`src/rtl/dcache_nway.sv`:
```
// N-way set-associative, write-back, write-allocate data cache, one word per line.
// Hits complete in the request cycle; misses stall through an optional write-back and a fill.
module dcache_nway #(
    parameter int unsigned WD   = 32,
    parameter int unsigned WAYS = 2,
    parameter int unsigned SETS = 8,
    parameter int unsigned CW   = 32
) (
    input  logic          clk,
    input  logic          rst,
    input  logic          cpu_read,
    input  logic          cpu_write,
    input  logic [WD-1:0] cpu_addr,
    input  logic [WD-1:0] cpu_wdata,
    output logic [WD-1:0] cpu_rdata,
    output logic          stall,
    output logic          mem_req,
    output logic          mem_we,
    output logic [WD-1:0] mem_addr,
    output logic [WD-1:0] mem_wdata,
    input  logic [WD-1:0] mem_rdata,
    input  logic          mem_ack,
    output logic [CW-1:0] hit_count,
    output logic [CW-1:0] miss_count
);

    localparam int unsigned IB = $clog2(SETS);
    localparam int unsigned TW = WD - IB - 2;
    localparam int unsigned VW = (WAYS > 1) ? $clog2(WAYS) : 1;

    typedef enum logic [1:0] {StIdle, StWriteback, StFill} state_e;

    state_e state_q, state_d;

    logic [SETS-1:0] valid_q [WAYS];
    logic [SETS-1:0] dirty_q [WAYS];
    logic [TW-1:0]   tag_q   [WAYS][SETS];
    logic [WD-1:0]   data_q  [WAYS][SETS];
    logic [VW-1:0]   ptr_q   [SETS];

    logic [VW-1:0] vic_way_q;
    logic [IB-1:0] vic_idx_q;
    logic [TW-1:0] vic_tag_q;
    logic [CW-1:0] hit_count_q, miss_count_q;

    logic          req;
    logic [IB-1:0] idx;
    logic [TW-1:0] tag;
    logic          hit;
    logic [VW-1:0] hit_way;
    logic          vic_found;
    logic [VW-1:0] vic_way;
    logic          hit_now, miss_start, wb_done, fill_done;
    logic          unused_addr;

    assign req         = cpu_read | cpu_write;
    assign idx         = cpu_addr[IB+1:2];
    assign tag         = cpu_addr[WD-1:IB+2];
    assign unused_addr = ^cpu_addr[1:0];
    assign hit_count   = hit_count_q;
    assign miss_count  = miss_count_q;

    always_comb begin
        hit     = 1'b0;
        hit_way = '0;
        for (int w = 0; w < int'(WAYS); w++) begin
            if (!hit && valid_q[w][idx] && (tag_q[w][idx] == tag)) begin
                hit     = 1'b1;
                hit_way = VW'(w);
            end
        end
    end

    // Lowest invalid way wins; otherwise fall back to the set's round-robin pointer.
    always_comb begin
        vic_found = 1'b0;
        vic_way   = (WAYS > 1) ? ptr_q[idx] : '0;
        for (int w = 0; w < int'(WAYS); w++) begin
            if (!vic_found && !valid_q[w][idx]) begin
                vic_found = 1'b1;
                vic_way   = VW'(w);
            end
        end
    end

    always_comb begin
        state_d    = state_q;
        mem_req    = 1'b0;
        mem_we     = 1'b0;
        mem_addr   = '0;
        mem_wdata  = '0;
        hit_now    = 1'b0;
        miss_start = 1'b0;
        wb_done    = 1'b0;
        fill_done  = 1'b0;
        stall      = (state_q != StIdle) | (req & ~hit);
        unique case (state_q)
            StIdle: begin
                if (req && hit) begin
                    hit_now = 1'b1;
                end else if (req) begin
                    miss_start = 1'b1;
                    if (valid_q[vic_way][idx] && dirty_q[vic_way][idx]) begin
                        state_d = StWriteback;
                    end else begin
                        state_d = StFill;
                    end
                end
            end
            StWriteback: begin
                mem_req   = 1'b1;
                mem_we    = 1'b1;
                mem_addr  = {vic_tag_q, vic_idx_q, 2'b00};
                mem_wdata = data_q[vic_way_q][vic_idx_q];
                if (mem_ack) begin
                    wb_done = 1'b1;
                    state_d = StFill;
                end
            end
            StFill: begin
                mem_req  = 1'b1;
                mem_addr = {tag, vic_idx_q, 2'b00};
                if (mem_ack) begin
                    fill_done = 1'b1;
                    state_d   = StIdle;
                end
            end
            default: state_d = StIdle;
        endcase
        cpu_rdata = (hit_now && !cpu_write) ? data_q[hit_way][idx] : '0;
    end

    always_ff @(posedge clk) begin
        if (rst) begin
            state_q      <= StIdle;
            vic_way_q    <= '0;
            vic_idx_q    <= '0;
            vic_tag_q    <= '0;
            hit_count_q  <= '0;
            miss_count_q <= '0;
            for (int w = 0; w < int'(WAYS); w++) begin
                valid_q[w] <= '0;
                dirty_q[w] <= '0;
            end
            for (int s = 0; s < int'(SETS); s++) begin
                ptr_q[s] <= '0;
            end
        end else begin
            state_q <= state_d;
            if (hit_now) begin
                hit_count_q <= hit_count_q + CW'(1);
                if (cpu_write) begin
                    dirty_q[hit_way][idx] <= 1'b1;
                end
            end
            if (miss_start) begin
                miss_count_q <= miss_count_q + CW'(1);
                vic_way_q    <= vic_way;
                vic_idx_q    <= idx;
                vic_tag_q    <= tag_q[vic_way][idx];
            end
            if (wb_done) begin
                dirty_q[vic_way_q][vic_idx_q] <= 1'b0;
            end
            if (fill_done) begin
                valid_q[vic_way_q][vic_idx_q] <= 1'b1;
                dirty_q[vic_way_q][vic_idx_q] <= 1'b0;
                if (WAYS > 1) begin
                    ptr_q[vic_idx_q] <= ptr_q[vic_idx_q] + VW'(1);
                end
            end
        end
    end

    // Tag and data arrays carry no reset; validity alone decides whether they are used.
    always_ff @(posedge clk) begin
        if (!rst) begin
            if (hit_now && cpu_write) begin
                data_q[hit_way][idx] <= cpu_wdata;
            end
            if (fill_done) begin
                data_q[vic_way_q][vic_idx_q] <= mem_rdata;
                tag_q[vic_way_q][vic_idx_q]  <= tag;
            end
        end
    end

endmodule

```
`config.mk`:
```
export PLATFORM = sky130hd
export DESIGN_NAME = dcache_nway
export DESIGN_NICKNAME = d
export VERILOG_FILES = /design/src/rtl/dcache_nway.sv
export SDC_FILE = /design/constraint.sdc
export NUM_CORES = 2
export LEC_CHECK = 0
export BUFFER_PORTS_ARGS = -buffer_cell sky130_fd_sc_hd__clkbuf_2
export CAP_MARGIN = 20
export CORE_UTILIZATION = 35
export CTS_CLUSTER_DIAMETER = 200
export DETAILED_ROUTE_END_ITERATION = 8
export SYNTH_ARGS = -nofsm -noshare
export SYNTH_HDL_FRONTEND = slang
export SYNTH_SLANG_ARGS = --single-unit
```
`constraint.sdc`:
```
create_clock -name clk -period 6.17 [get_ports clk]
set_input_delay 0.9255 -clock clk [delete_from_list [all_inputs] [get_ports clk]]
set_output_delay 0.9255 -clock clk [all_outputs]
set_load 0.1 [all_outputs]
```
Yosys cells after proc, flatten, opt, wreduce, memory -nomap -nowiden --
Memories as Yosys holds them, arrays and structs flattened. A register that Yosys moved wholly into a read port is not among the register bits. Index checks and enable logic that the tools add are counted.
Word-level totals: flip-flop bits (word level) 97, RAM bits 984, input bits 101, output and inout bits 163, logic and storage cells 170, memories 5
Cells by class: add/subtract/negate cells 3, magnitude comparators 8, equal/unequal tests 8, multiplexer cells 102, bitwise operators 14, reductions and logical operators 24
Memories:
- data_q | words 2, bits a word 256, rd ports 2, clocked after Yosys merged registers in 1, write ports 1, RTL line 38 | logic [WD-1:0] data_q [WAYS][SETS];
- tag_q | words 2, bits a word 216, rd ports 3, clocked after Yosys merged registers in 0, write ports 1, RTL line 37 | logic [TW-1:0] tag_q [WAYS][SETS];
- dirty_q | words 2, bits a word 8, rd ports 1, clocked after Yosys merged registers in 0, write ports 2, RTL line 36 | logic [SETS-1:0] dirty_q [WAYS];
- valid_q | words 2, bits a word 8, rd ports 3, clocked after Yosys merged registers in 0, write ports 2, RTL line 35 | logic [SETS-1:0] valid_q [WAYS];
- ptr_q | words 8, bits a word 1, rd ports 2, clocked after Yosys merged registers in 1, write ports 8, RTL line 39 | logic [VW-1:0] ptr_q [SETS];
Operators with widths (number):
- $mux W256 | 4
- $mux W32 | 8
- $reduce_or A256 Y1 | 1
- $bmux W27 S3 | 3
- $mux W216 | 1
- $bmux W32 S3 | 2
- $demux W32 S3 | 2
- $mux W27 | 7
- $demux W27 S3 | 1
- $mux W8 | 9
- $add A32 B1 Y32 const B | 2
- $pmux W32 S2 | 1
- $eq A27 B27 Y1 | 2
- $mux W1 | 49
- $reduce_or A8 Y1 | 3
- $bmux W1 S3 | 4
- $logic_and A1 B1 Y1 | 12
- $mux W2 | 5
- $or A1 B1 Y1 | 10
- $mux W3 | 3
- $ge A4 B4 Y1 const B | 2
- $lt A3 B4 Y1 const B | 2
- $lt A4 B1 Y1 const B | 2
- $ne A2 B2 Y1 const B | 4
- other kinds (15) | 20

Depth between registers and ports, before layout --
depth in word-level cells 20, gate-level depth with buffers 18, depth with buffers taken out 11

Worst setup path before layout --
Ideal clock, no wire load.
path type input to output, from input cpu_addr[3], to output cpu_rdata[0], arrival 6007 ps, setup slack -763 ps, cell stages on the path 16, buffers on the path 7, cells stage by stage buf_4 > buf_6 > buf_2 > mux4_2 > mux2i_1 > xnor2_1 > nor4_1 > nand4_1 > or4_1 > buf_2 > nand2_1 > buf_4 > buf_4 > buf_2 > nand2_1 > a311oi_1
On the way: longest elaborated chain between the ends 16
RTL lines:
- start: declaration | RTL line 13 | input logic [WD-1:0] cpu_addr,
- $not A3 Y4 (not written as such) | RTL line 67, 130
- $bmux W27 S3 | RTL line 67 | if (!hit && valid_q[w][idx] && (tag_q[w][idx] == tag)) begin
- $mux W27 (not written as such) (2 in a row) | RTL line 67
- $eq A27 B27 Y1 | RTL line 67
- $logic_and A1 B1 Y1 | RTL line 67
- $mux W1 | RTL line 67
- $logic_not A1 Y1 | RTL line 67
- $logic_and A1 B1 Y1 (2 in a row) | RTL line 67
- $mux W1 | RTL line 67
- $mem_v2 Z2 W256 / $logic_and A1 B1 Y1 (equally long branches)
- $bmux W32 S3 / $mux W1 (equally long branches) | RTL line 130, 99
- $mux W32 (not written as such) / $mux W1 (equally long branches) | RTL line 130, 97
- $mux W32 (not written as such) / $logic_and A1 B1 Y1 (equally long branches) | RTL line 130 | cpu_rdata = (hit_now && !cpu_write) ? data_q[hit_way][idx] : '0;
- $mux W32 * | RTL line 130
- end: declaration | RTL line 15 | output logic [WD-1:0] cpu_rdata,
Every way passes the cells marked *; elsewhere a longest branch is shown, timed or not. The select of a mux whose other input is x is not followed.

Final worst setup path --
from input cpu_addr[2], to output cpu_rdata[12]
The elaborated chain is that of the path after synthesis.

==> flow_metrics.env <==
export IMPL_initial_core_util_pct=35.4
export IMPL_rows=139
export IMPL_vias=34100
export IMPL_cts_tree="built"
export IMPL_final_nets=3958
export IMPL_max_freq_mhz=164
export IMPL_slew_violations=0
export IMPL_place_inst=5626
export IMPL_synthSimpleGateAreaFrac_pct=7.25
export IMPL_cts_htree_levels=3
export IMPL_hold_ws_ps=489
export IMPL_overflow=0
export IMPL_tightest_slew_ps=1090
export IMPL_fp_dieW_um=384
export IMPL_ys_ff_latch=1085
export IMPL_synth_top_flop_cell="edfxtp_1"
export IMPL_end_kind="output pin"
export IMPL_fin_crit_sh_pct=98.6
export IMPL_ioPinCount=264
export IMPL_syn_avg_cell_area_um2=14.7
export IMPL_final_util_pct=42.6
export IMPL_die_area_um2=147000
export IMPL_powerDensity_nw_per_um2=270
export IMPL_ys_seq_area_share_pct=61.6
export IMPL_maxSlewHeadroom_pct=27.4
export IMPL_drtPass1Iterations=9
export IMPL_post_route_drc_count=32
export IMPL_ant_nets=0
export IMPL_seq_area_um2=31400
export IMPL_instances_no_fill=5858
export IMPL_synth_compound_area_share_pct=7.48
export IMPL_worstSkewPairLatency_ps=760
export IMPL_dp_hpwl_um=99300
export IMPL_required_ps=5240
export IMPL_grt_total_usage_pct=21.9
export IMPL_criticalPathCategory="in2out"
export IMPL_grt_pass1_wl_um=235000
export IMPL_setup_violations=0
export IMPL_cts_buffers=116
export IMPL_synthArstFlopShare_pct=0
export IMPL_routed_wl_um=165000
export IMPL_grt_max_degree=82
export IMPL_placed_cell_area_um2=57400
export IMPL_synth_edf_count=968
export IMPL_multiInputGateArea_um2=18900
export IMPL_worst_setup_path_start_kind="input pin"
export IMPL_area_growth_pct=20.4
export IMPL_drv_cap=0
export IMPL_cts_root_buf="clkbuf_16"
export IMPL_finalClockSkew_ps=40.2
export IMPL_ir_drop_mv=0.257
export IMPL_hold_viol=0
export IMPL_drt_iter0_drc=3477
export IMPL_synth_xor_area_share_pct=1.61
export IMPL_status="complete, but fails checks"
export IMPL_clock_path_buffers=3
export IMPL_synth_area_um2=51000
export IMPL_finalInstanceArea_um2=61400
export IMPL_die_h_um=384
export IMPL_syn_inst=3471
export IMPL_synth_area_mux_share_pct=19.4
export IMPL_hp_class="reg2reg"
export IMPL_antenna_found_initial=5
export IMPL_clkTransAtPathRegs_ps=60
export IMPL_vias_per_cell=5.82
export IMPL_grt_pass1_vias=33500
export IMPL_fill_cells=13000
export IMPL_routabilityCongestion=0.815
export IMPL_arrival_ps=5160
export IMPL_cts_hold_buf=0
export IMPL_io_buffers=259
export IMPL_yosys_warnings=0
export IMPL_power_leakage_nw=20.1
export IMPL_synth_distinct_cells=62
export IMPL_crit_path_max_fanout=19
export IMPL_wire_per_inst_um=28.2
export IMPL_core_region_area_um2=144000
export IMPL_yosys_area_share_adder_pct=0.123
export IMPL_synth_top_family_by_area="multiplexers"
export IMPL_cts_sinks=1085
export IMPL_drive_above_1_share_pct=27.7
export IMPL_final_min_clock_period_ps=6080
export IMPL_violations="DRC"
==> cell families after synthesis <==
family	Yosys count
AND/OR/NAND/NOR	806
flip-flops	1085
multiplexers	676
XOR/XNOR	94
adder cells (fa/ha/maj)	5
AO/OA/AOI/OAI	520
other	1
buffers and inverters	284
==> worst paths after layout <==
| kind | startpoint | end | slack (ps) | depth (start not counted) |
|---|---|---|---|---|
| max | cpu_addr[2] | cpu_rdata[12] | 90 | 21 |
| min | vic_tag_q[22] | vic_tag_q[22] | 490 | 2 |
| max reg2reg | tag_q[1][20] | data_q[0][232] | 1630 | 13 |
| min reg2reg | vic_tag_q[22] | vic_tag_q[22] | 490 | 2 |
==> worst max-delay path, cell delays in order <==
cell,delay (ps)
clkbuf_16,190
buf_6,200
buf_4,180
nor2b_4,170
buf_12,200
nand2_1,80
a31oi_1,230
o22ai_1,200
nor4_2,310
buf_4,190
nand4_1,220
buf_4,230
nor2_4,240
buf_12,210
buf_12,190
mux2i_1,100
a22oi_1,210
nand3_1,130
a311oi_2,320
buf_4,180
buf_12,160
==> synthesized netlist by cell type (52+ instances only) <==
master,number,share of area [%]
edfxtp_1,968,57
mux2i_1,391,7.7
nand2_1,374,2.8
mux4_2,244,11
nor2_1,148,1.1
clkbuf_1,134,0.99
a22oi_1,117,1.7
dfxtp_1,117,4.6
o22ai_1,114,1.4
nand3_1,61,0.60
buf_2,59,0.58
nor2b_1,52,0.64
==> what timing repair did <==
action | in CTS | in global routing
gates resized for setup | 3 | 10
endpoints found under the setup margin | 28 | 20
cloned | 0 | 4
pin swaps | 0 | 8
setup buffers | 0 | 7
==> through the flow <==
stage | power (W) | setup slack (ps) | setup TNS (ps)
floorplan | 0.00915 | 199 | 0
global placement | 0.00970 | -152 | -1740
detailed placement | 0.00972 | -138 | -1440
CTS | 0.0167 | 84.9 | 0
global route | 0.0170 | -44.1 | -248
finish | 0.0166 | 85.3 | 0
==> area by class of cell <==
type | instances | share of cell area [%]
clock buffers | 145 | 5.11
flip-flops and latches | 1085 | 51.2
clock inverters | 73 | 1.09
multi-input cells | 2103 | 30.8
repair buffers | 519 | 7.80
well taps | 1903 | 3.88
inverters | 27 | 0.165
diodes | 3 | 0.0122
==> flip-flops by register name (all words and copies together), names as in the netlist, named ones only <==
register,flops
vic_way_q,1
vic_idx_q,3
valid_q,16
state_q,2
dirty_q,16
vic_tag_q,27
hit_count,32
ptr_q,8
miss_count,32
data_q,512
tag_q,432
==> power by group <==
part	switching (W)	total, W	internal [W]	leakage [nW]
Combinational	0.000937	0.00141	0.000474	8.56
Sequential	0.0000650	0.00817	0.00811	9.69
Clock	0.00302	0.00700	0.00398	1.87
Total	0.00402	0.0166	0.0126	20.1
==> cells in the final DEF, fill, tap and decap left out, drive strengths merged, types with 18 or more instances in the layout <==
| cell type | synthesis | layout |
|---|---|---|
| nand2 | 374 | 374 |
| xor2 | 50 | 50 |
| mux4 | 244 | 244 |
| xnor2 | 44 | 44 |
| and3 | 26 | 26 |
| nand2b | 32 | 32 |
| nor3 | 25 | 25 |
| a31oi | 41 | 41 |
| edfxtp | 968 | 968 |
| nand3 | 61 | 61 |
| buf | 123 | 292 |
| nor2 | 150 | 150 |
| a311oi | 30 | 30 |
| dfxtp | 117 | 117 |
| a22o | 28 | 28 |
| a221oi | 41 | 41 |
| a22oi | 117 | 117 |
| nor2b | 53 | 53 |
| a21oi | 33 | 33 |
| inv | 27 | 32 |
| nand4 | 18 | 18 |
| o22ai | 114 | 114 |
| clkinv | 0 | 56 |
| mux2 | 41 | 41 |
| a32o | 31 | 31 |
| clkbuf | 134 | 372 |
| mux2i | 391 | 391 |
==> per-layer routing <==
layer	wire length [µm]	up-vias	GRT usage, %
met5	13	-	0
met4	4060	2	5.93
li1	-	14600	-
met1	70200	17600	31.0
met2	76500	1634	34.5
met3	14400	227	3.84
(Power assumes the default switching activity.)
